===== src/rtl/spi_pkg.sv =====
// Shared widths, instruction field layout and FSM states for the SPI request arbiter.
// Instruction packing (MSB..LSB): {SS[1:0], WDATA, ADDR, SIZE[1:0], WR_EN}.
package spi_pkg;

  localparam int AWIDTH    = 8;
  localparam int DWIDTH    = 8;
  localparam int IW        = DWIDTH + AWIDTH + 5;

  localparam int WR_EN_POS = 0;
  localparam int SIZE_LSB  = 1;
  localparam int ADDR_LSB  = 3;
  localparam int WDATA_LSB = ADDR_LSB + AWIDTH;
  localparam int SS_LSB    = WDATA_LSB + DWIDTH;

  typedef enum logic [1:0] {
    ST_IDLE     = 2'd0,
    ST_ISSUE    = 2'd1,
    ST_WAIT_RSP = 2'd2
  } arb_state_e;

  function automatic logic [AWIDTH-1:0] cmd_addr(input logic [IW-1:0] cmd);
    return cmd[ADDR_LSB +: AWIDTH];
  endfunction

  function automatic logic cmd_is_write(input logic [IW-1:0] cmd);
    return cmd[WR_EN_POS];
  endfunction

endpackage


===== src/rtl/spi_req_arbiter_rr.sv =====
// Round-robin picker: the first active request found searching upward
// from the slot just after the previous owner, wrapping at NREQ.
module rr_arbiter #(
  parameter int NREQ = 4,
  localparam int OW  = $clog2(NREQ)
) (
  input  logic [NREQ-1:0] req,
  input  logic [OW-1:0]   last_owner,
  output logic [OW-1:0]   winner,
  output logic            any
);

  logic [OW:0]       start;
  logic [2*NREQ-1:0] doubled;
  logic [NREQ-1:0]   rotated;
  int                pick;
  int                sum;

  // Rotate the request vector so bit 0 is the highest-priority slot, then
  // take the lowest set bit and map it back to an absolute index.
  always_comb begin
    start   = (OW+1)'(last_owner) + (OW+1)'(1);
    doubled = {req, req};
    rotated = NREQ'(doubled >> start);
    pick    = 0;
    for (int j = NREQ - 1; j >= 0; j--) begin
      if (rotated[j]) pick = j;
    end
    sum = int'(start) + pick;
    if (sum >= NREQ) sum = sum - NREQ;
    winner = OW'(sum);
    any    = |req;
  end

endmodule


===== src/rtl/spi_req_arbiter.sv =====
// Shares one SPI master among NREQ requesters: round-robin grant, one
// instruction in flight, read responses routed back with timeout/address check.
module spi_req_arbiter
  import spi_pkg::*;
#(
  parameter int NREQ        = 4,
  parameter int TIMEOUT_CYC = 255
) (
  input  logic                     clk,
  input  logic                     rst,
  input  logic [NREQ-1:0]          req_valid,
  input  logic [NREQ-1:0][IW-1:0]  req_cmd,
  output logic [NREQ-1:0]          req_ready,
  output logic                     master_en,
  output logic [IW-1:0]            driver_data,
  input  logic                     driver_read,
  input  logic                     spi_rd_valid,
  input  logic [AWIDTH-1:0]        spi_slv_addr,
  input  logic [DWIDTH-1:0]        spi_slv_data,
  output logic [NREQ-1:0]          rsp_valid,
  output logic [DWIDTH-1:0]        rsp_data,
  output logic                     rsp_err,
  output logic                     busy
);

  localparam int OW = $clog2(NREQ);
  localparam int CW = $clog2(TIMEOUT_CYC + 1);
  localparam logic [CW-1:0] TMO_LAST = CW'(TIMEOUT_CYC - 1);

  arb_state_e      state;
  logic [OW-1:0]   owner;
  logic [OW-1:0]   last_owner;
  logic [CW-1:0]   tmo_cnt;
  logic [OW-1:0]   arb_winner;
  logic            arb_any;

  rr_arbiter #(.NREQ(NREQ)) u_rr (
    .req        (req_valid),
    .last_owner (last_owner),
    .winner     (arb_winner),
    .any        (arb_any)
  );

  assign busy = (state != ST_IDLE);

  // Pulse outputs (req_ready, rsp_*) default low every cycle so each is a
  // single-cycle strobe; driver_data is left holding the last instruction.
  always_ff @(posedge clk or posedge rst) begin
    if (rst) begin
      state       <= ST_IDLE;
      owner       <= '0;
      last_owner  <= OW'(NREQ - 1);
      tmo_cnt     <= '0;
      master_en   <= 1'b0;
      driver_data <= '0;
      req_ready   <= '0;
      rsp_valid   <= '0;
      rsp_data    <= '0;
      rsp_err     <= 1'b0;
    end else begin
      req_ready <= '0;
      rsp_valid <= '0;
      rsp_data  <= '0;
      rsp_err   <= 1'b0;
      case (state)
        ST_IDLE: begin
          if (arb_any) begin
            driver_data           <= req_cmd[arb_winner];
            owner                 <= arb_winner;
            req_ready[arb_winner] <= 1'b1;
            master_en             <= 1'b1;
            state                 <= ST_ISSUE;
          end
        end
        ST_ISSUE: begin
          if (driver_read) begin
            master_en  <= 1'b0;
            last_owner <= owner;
            if (cmd_is_write(driver_data)) begin
              state <= ST_IDLE;
            end else begin
              tmo_cnt <= '0;
              state   <= ST_WAIT_RSP;
            end
          end
        end
        ST_WAIT_RSP: begin
          // Real data wins over a timeout landing on the same edge.
          if (spi_rd_valid) begin
            rsp_valid[owner] <= 1'b1;
            rsp_data         <= spi_slv_data;
            rsp_err          <= (spi_slv_addr != cmd_addr(driver_data));
            state            <= ST_IDLE;
          end else if (tmo_cnt == TMO_LAST) begin
            rsp_valid[owner] <= 1'b1;
            rsp_err          <= 1'b1;
            tmo_cnt          <= '0;
            state            <= ST_IDLE;
          end else begin
            tmo_cnt <= tmo_cnt + CW'(1);
          end
        end
        default: begin
          master_en <= 1'b0;
          state     <= ST_IDLE;
        end
      endcase
    end
  end

endmodule


===== config.mk =====
export PLATFORM = sky130hd
export DESIGN_NAME = spi_req_arbiter
export DESIGN_NICKNAME = d
export VERILOG_FILES = /design/src/rtl/spi_pkg.sv /design/src/rtl/spi_req_arbiter_rr.sv /design/src/rtl/spi_req_arbiter.sv
export SDC_FILE = /design/constraint.sdc
export NUM_CORES = 1
export LEC_CHECK = 0
export CORE_ASPECT_RATIO = 0.6
export CORE_MARGIN = 2
export CORE_UTILIZATION = 46
export CTS_BUF_LIST = sky130_fd_sc_hd__clkbuf_2
export DETAILED_ROUTE_END_ITERATION = 10
export GPL_ROUTABILITY_DRIVEN = 0
export PLACE_DENSITY = 0.94
export SLEW_MARGIN = 30
export SYNTH_ARGS = -nofsm -noshare
export SYNTH_HDL_FRONTEND = slang
export SYNTH_SLANG_ARGS = --single-unit

===== constraint.sdc =====
create_clock -name clk -period 3.11 [get_ports clk]
set_clock_uncertainty 0.1 [all_clocks]
set_input_delay 0.622 -clock clk [delete_from_list [all_inputs] [get_ports clk]]
set_output_delay 0.622 -clock clk [all_outputs]
set_load 0.005 [all_outputs]

==> impl_results.md, run 1 <==
- CTS root buf: clkbuf_2
- I/O pins: around 150
- Hold crit path type: reg2reg
- Leak Pwr: about 2.5 nW
- Worst VDD drop: 0.649 mV
- Number of port buffers: 147
- Netlist Area Pre-Place: between 3000 and 4000 um^2
- Effective utilization at floorplan: a little under half
- Final worst-path cycle share: a little over nine tenths
- Crit path time final: between 2000 and 3000 ps
- Tot GR Track Use: 24.5%
- Share of cells above drive strength 1: 8.29%
- Skew-Pair Late Insertion Delay: 430 ps
- DRC violations left: 0
- Final Non-Filler Cells: 663
- # setup viols final: 0
- Crit path kind: in2reg
- Sequential-to-total area share from yosys stat: about a third
- # nets final: 666
- Req. time, crit path: between 3000 and 4000 ps
- Setup crit end kind: flop
- Fin. max-slew vios: 0
- YS warnings: 0
- Hold Slack: ~430 ps
- MaxCap Viol Count: 0
- H-tree depth: 2
- Placed cell count: 655
- Seq cells post-synth: 53
- CP max FO: 23
- Core footprint: between 7000 and 8000 um^2
- Placement row count: 25
- Layout Utilization: about 70%
- Post-synth EDFFs: 0
- Synth area leaders: dfrtp_1 (34%), mux2i_1 (23%), nor3_1 (12%)
- Most instantiated library cell after synthesis: nor3_1
- Clk sink count: 53
- Mapped Cells: around 410
- Synth Net Count: roughly 530
- Post-synth top area cell: dfrtp_1
- Outcome: complete, no violations
- DRT Wirelength: 11.1 mm
- HPWL Detailed: between 8 and 9 mm
- GRT busiest layer: met2
- Diode count: 0
- Pwr per Cell Area: roughly 980 nW/um^2
- First-pass GRT wire length: between 15 and 20 mm
- Async S/R FF share, synth: 100%
- Distinct cells, synth: 43
- Setup repair bufs after CTS: 0
- Die area: 8980 um^2
- First drt pass iteration count: 4
- GRT met1 Usage: a little under a third
- Vias in the first global route: 3555
- Max transition margin: around 57%
- DIE HEIGHT: 74.2 um
- Routing usage on met2: 43.3%
- Top post-synthesis cells by count: nor3_1 (89), mux2i_1 (85), dfrtp_1 (51)
- Largest net degree at the start of global routing: 37
- CTS tree: done
- Main synth FF type: dfrtp_1
- Vias: between 3000 and 4000
- Syn Area/Cell: between 9 and 10 um^2
- Total CTS buffers: 5
- Least-Margin Pin Slew: around 650 ps
- Vias per std cell: between 5 and 6
- GRT overflow: 0
- CTS Hold Bufs: 0
- Area grow syn2layout: 45.9%
- CP startpoint kind: primary input
- Die Span X: between 100 and 150 um
- Final ANT Viol Nets: 0
- Clock-pin slew on the worst setup and hold paths: roughly 270 ps
- DR iter-0 viols: 190
- Initial antenna violation count: 0
- Crit path DAT: 3220 ps
- Wire per inst: approximately 17 um
- Fmax: ~340 MHz
- Yosys top cell area share: 33.8%
- Met3 usage: 5.44%
- Hold Fails Final Rpt: 0
- Clock tree buffer depth: 2
## flip-flops by register name (all words and copies together) (netlist names)
name and flops:
req_ready 4, last_owner 2, rsp_err 1, state 2, tmo_cnt 8, owner 2, master_en 1, rsp_data 8
driver_data 21, rsp_valid 4
## final cells by class
cell class / instances / area (um^2)
Inverter: 7 / 26.3
Sequential cell: 53 / 1330
Clock inverter: 3 / 41.3
Multi-Input combinational cell: 317 / 2210
Tap cell: 108 / 135
Fill cell: 618 / 2400
Clock buffer: 5 / 25.0
Timing Repair Buffer: 170 / 1740
## routing by layer
layer | share of wire (%) | wire (um) | vias up
li1 | - | - | 1763
met1 | 43 | 4810 | 1733
met2 | 49 | 5440 | 128
met3 | 6.4 | 709 | 19
met4 | 1.7 | 189 | 0
met5 | 0 | 0 | -
## logic make-up after synthesis
logic type | Yosys count | synth area share (%)
AOI/OAI and AO/OA | 17 | 3.15
xor gates and xnor gates | 18 | 4.57
adders and majority gates | 4 | 1.32
buffers and inverters | 44 | 7.65
DFF | 53 | 35.2
muxes | 87 | 23.1
and+or+nand+nor | 191 | 25.0
## power by group
group,internal (mW),switching (mW),leakage [nW]
registers,0.931,0.247,0.685
logic,1.89,2.00,1.82
clock network,0.133,0.224,0.0366
## cells in the final DEF (no fill, tap or decap), types with 2 or more instances in the layout
cell type        netlist  routed
o32ai_1                2       2
mux2i_1               85      85
nand3_1               24      24
inv_2                  1       2
nor2_1                24      24
nand2_1               27      27
o21ai_0                4       4
clkdlybuf4s50_1        0     147
ha_1                   4       3
nor3_1                89      89
nand4_1                4       4
dfrtp_1               51      51
or2_2                  2       2
dfstp_2                2       2
a31oi_1                2       2
mux2_2                 2       2
or2_4                  1       2
and3_1                 9       9
xnor2_1                9       9
buf_4                  1      15
buf_12                 0       8
nor3b_1                3       3
xor2_1                 7       7
clkbuf_2               1       5
or2_1                  3       2
inv_1                  6       5
## worst paths after layout
| check | start | end | slack, ps | cells after the start |
|---|---|---|---|---|
| worst max-delay path | req_valid[3] | driver_data[8] | 140 | 12 |
| worst min register to register | driver_data[12] | driver_data[12] | 430 | 2 |
| worst min-delay path | driver_data[12] | driver_data[12] | 430 | 2 |
| min in group asynchronous | rst | driver_data[2] | 460 | 2 |
| max in group asynchronous | rst | last_owner[1] | 1810 | 3 |
| worst max register to register | last_owner[0] | driver_data[8] | 200 | 11 |
## worst max-delay path, cell delays in order
cell and delay [ps]:
clkdlybuf4s50_1 410, or2_1 230, or2_2 270, a31oi_1 240
a211oi_2 80, ha_2 400, buf_12 210, buf_4 150
mux2i_1 270, nor3_1 80, mux2i_1 160, nand3_1 90
## through the flow
stage	cell area (um^2)	setup TNS [ps]	total power, mW	setup slack [ps]
after floorplan	3780	0	3.70	141
after global placement	5440	-1270	4.85	-119
after detailed placement	5440	-3200	5.06	-255
after CTS	5510	0	5.43	248
after global routing	5510	-31.3	5.81	-31.3
final	5510	0	5.43	137
## what timing repair did
action	4_1_cts	5_1_grt
hold endpoints to repair	0	0
endpoints found under the setup margin	0	2
gates resized for setup	0	1
Note: power is estimated with default switching activity, not from simulation.
==> inputs of run 2 (changes only) <==
--- a/config.mk
+++ b/config.mk
@@ -11,7 +11,8 @@
 export CTS_BUF_LIST = sky130_fd_sc_hd__clkbuf_2
 export DETAILED_ROUTE_END_ITERATION = 10
 export GPL_ROUTABILITY_DRIVEN = 0
-export PLACE_DENSITY = 0.94
+export HOLD_SLACK_MARGIN = 0.1
+export PLACE_DENSITY = 0.84
 export SLEW_MARGIN = 30
 export SYNTH_ARGS = -nofsm -noshare
 export SYNTH_HDL_FRONTEND = slang
==> run 2 against run 1 <==
Register-to-register slack gained 120 ps. Die area stayed put. Design area is 1.2% lower. Sequential power is essentially flat. Global-route usage decreased by 1.3 points.
==> impl_results.md, run 2 (synthesis gave the netlist of run 1 again) <==
- Cell internal pwr: 2.79 mW (was 2.95 mW)
- Largest net degree at the start of global routing: 48 (was 37)
- RSZ-0062 raised after global routing: no
- Clk sink count: 53 (unchanged)
- Fmax: 354 MHz (was 336 MHz)
- Crit path kind: in2reg (unchanged)
- # nets final: 663 (was 666)
- Reg2reg setup slack: 320 ps (was 200 ps)
- Top reg by flops: driver_data (unchanged)
- Sw Share: 46.2% (was 45.6%)
- HPWL Detailed: 8.05 mm (was 8.29 mm)
- Final Total Pwr: 5.19 mW (was 5.43 mW)
- I/O pins: 148 (unchanged)
- Least-Margin Pin Slew: 610 ps (was 651 ps)
- Req. time, crit path: 3370 ps (was 3360 ps)
- Number of port buffers: 147 (unchanged)
- DRT Wirelength: 10.6 mm (was 11.1 mm)
- DR iter-0 viols: 291 (was 190)
- Crit path DAT: 3090 ps (was 3220 ps)
- Setup TNS: 0 ps (unchanged)
- Most frequent cells in the layout: clkdlybuf4s50_1 (147), nor3_1 (89), mux2i_1 (85) (unchanged)
- Gate power share: 71.7% (about the same)
- Skew-Pair Late Insertion Delay: 440 ps (was 430 ps)
- Fillers: 635 (was 618)
- Worst VDD drop: 0.753 mV (was 0.649 mV)
- CTS Hold Bufs: 0 (unchanged)
- Sequential fraction of design power: 22.5% (was 21.7%)
- Placement row count: 25 (unchanged)
- MaxCap Viol Count: 0 (unchanged)
- Top Registers: driver_data: 21 flops, rsp_data: 8 flops, tmo_cnt: 8 flops (unchanged)
- H-tree depth: 2 (unchanged)
- Vias per std cell: 5.39 (was 5.49)
- Core footprint: 7910 um^2 (unchanged)
- Final worst-path cycle share: 90.9% (was 95.6%)
- Vias in the first global route: 3315 (was 3555)
- Number of flip-flops in the largest register: 21 (unchanged)
- Clk pwr share: 5.7% (was 6.6%)
- # setup viols final: 0 (unchanged)
- Share of cells above drive strength 1: 7.79% (was 8.29%)
- Die Span X: 121 um (unchanged)
- Total CTS buffers: 5 (unchanged)
- Vias: 3555 (was 3643)
- Tot GR Track Use: 23.2% (was 24.5%)
- CP startpoint kind: primary input (unchanged)
- First drt pass iteration count: 4 (unchanged)
- Effective utilization at floorplan: 47.7% (unchanged)
- Clock tree buffer depth: 2 (unchanged)
- Area grow syn2layout: 44.1% (was 45.9%)
- Setup repair bufs after CTS: 0 (unchanged)
- DIE HEIGHT: 74.2 um (unchanged)
- Commonest non-fill, non-tap cell in the layout: clkdlybuf4s50_1 (unchanged)
- Setup crit end kind: flop (unchanged)
- Initial antenna violation count: 0 (unchanged)
- CTS tree: done (unchanged)
- Max transition margin: 59.2% (was 56.5%)
- Die area: 8980 um^2 (unchanged)
- Final ANT Viol Nets: 0 (unchanged)
- Diode count: 0 (unchanged)
- CTS root buf: clkbuf_2 (unchanged)
- Outcome: complete, no violations (unchanged)
- Pwr per Cell Area: 953 nW/um^2 (was 984 nW/um^2)
- Hold Fails Final Rpt: 0 (unchanged)
- Setup WS post-layout: 282 ps (was 137 ps)
- CP max FO: 31 (was 23)
- Switching power total: 2.40 mW (was 2.47 mW)
- Crit path time final: 2830 ps (was 2970 ps)
- Leak Pwr: 2.51 nW (was 2.55 nW)
- DRC violations left: 0 (unchanged)
- GRT overflow: 0 (unchanged)
- Hold crit path type: in2async (was reg2reg)
- Clock-pin slew on the worst setup and hold paths: 310 ps (was 270 ps)
- Fin. max-slew vios: 0 (unchanged)
- Dpl ws: -212 ps (was -255 ps)
- Wire per inst: 16.0 um (was 16.8 um)
- First-pass GRT wire length: 16.5 mm (was 17.4 mm)
- Post_cts resized: 0 (unchanged)
==> run 2: cell types whose count changed in the layout (fill, tap and decap cells not counted), sizes merged <==
| cell | before | now |
|---|---|---|
| inv | 7 | 8 |
| bufinv | 1 | 0 |
| buf | 23 | 20 |
==> run 2: critical path, cell delays in order <==
cell and delay, ps:
clkdlybuf4s50_1 410, or2_1 220, or2_2 270, a31oi_1 170, a211oi_1 80, ha_2 390, buf_12 230, mux2i_1 360
nor3_1 90, mux2i_1 140, nand3_1 80
==> run 2: layer usage <==
layer / global-route usage, % / up-vias / share of wire [%]
met5: 0 / - / 0
met4: 3.75 / 0 / 0.58
met3: 4.29 / 6 / 7.5
met2: 40.1 / 130 / 47
met1: 31.4 / 1667 / 45
li1: - / 1752 / -
==> run 2: final timing paths <==
path                            startpoint         endpoint  cells past startpoint
min in group clk           driver_data[14]  driver_data[14]                      2
min                                    rst      rsp_data[4]                      2
min reg2reg                driver_data[14]  driver_data[14]                      2
max                           req_valid[3]   driver_data[4]                     11
max in group asynchronous              rst    last_owner[1]                      3
max reg2reg                  last_owner[0]   driver_data[4]                     10
==> run 2: layout make-up <==
cell class	instances	area (um^2)	share of cell area, %
multi-input combinational	317	2210	40.5
timing repair buffer	167	1700	31.2
sequential	53	1330	24.4
tap	108	135	2.48
inverter	7	26.3	0.483
clock buffer	5	25.0	0.460
clock inverter	3	25.0	0.460
==> run 2: power groups by stage <==
stage	clock network [mW]	logic (mW)	registers (mW)
2_1_floorplan	0	2.61	1.09
4_1_cts	0.309	3.74	1.16
3_3_place_gp	0	3.59	1.17
6_report	0.298	3.72	1.17
5_1_grt	0.341	4.06	1.20
3_5_place_dp	0	3.74	1.17
==> run 2: stage by stage <==
stage                     cells  instance area, um^2  util (%)  hold slack (ps)
final                       660                 5440      68.8              166
after global routing        660                 5440      68.8              129
after CTS                   660                 5440      68.8              153
after detailed placement    652                 5390      68.2              384
after global placement      652                 5390      68.2              377
after floorplan             414                 3780         -              375
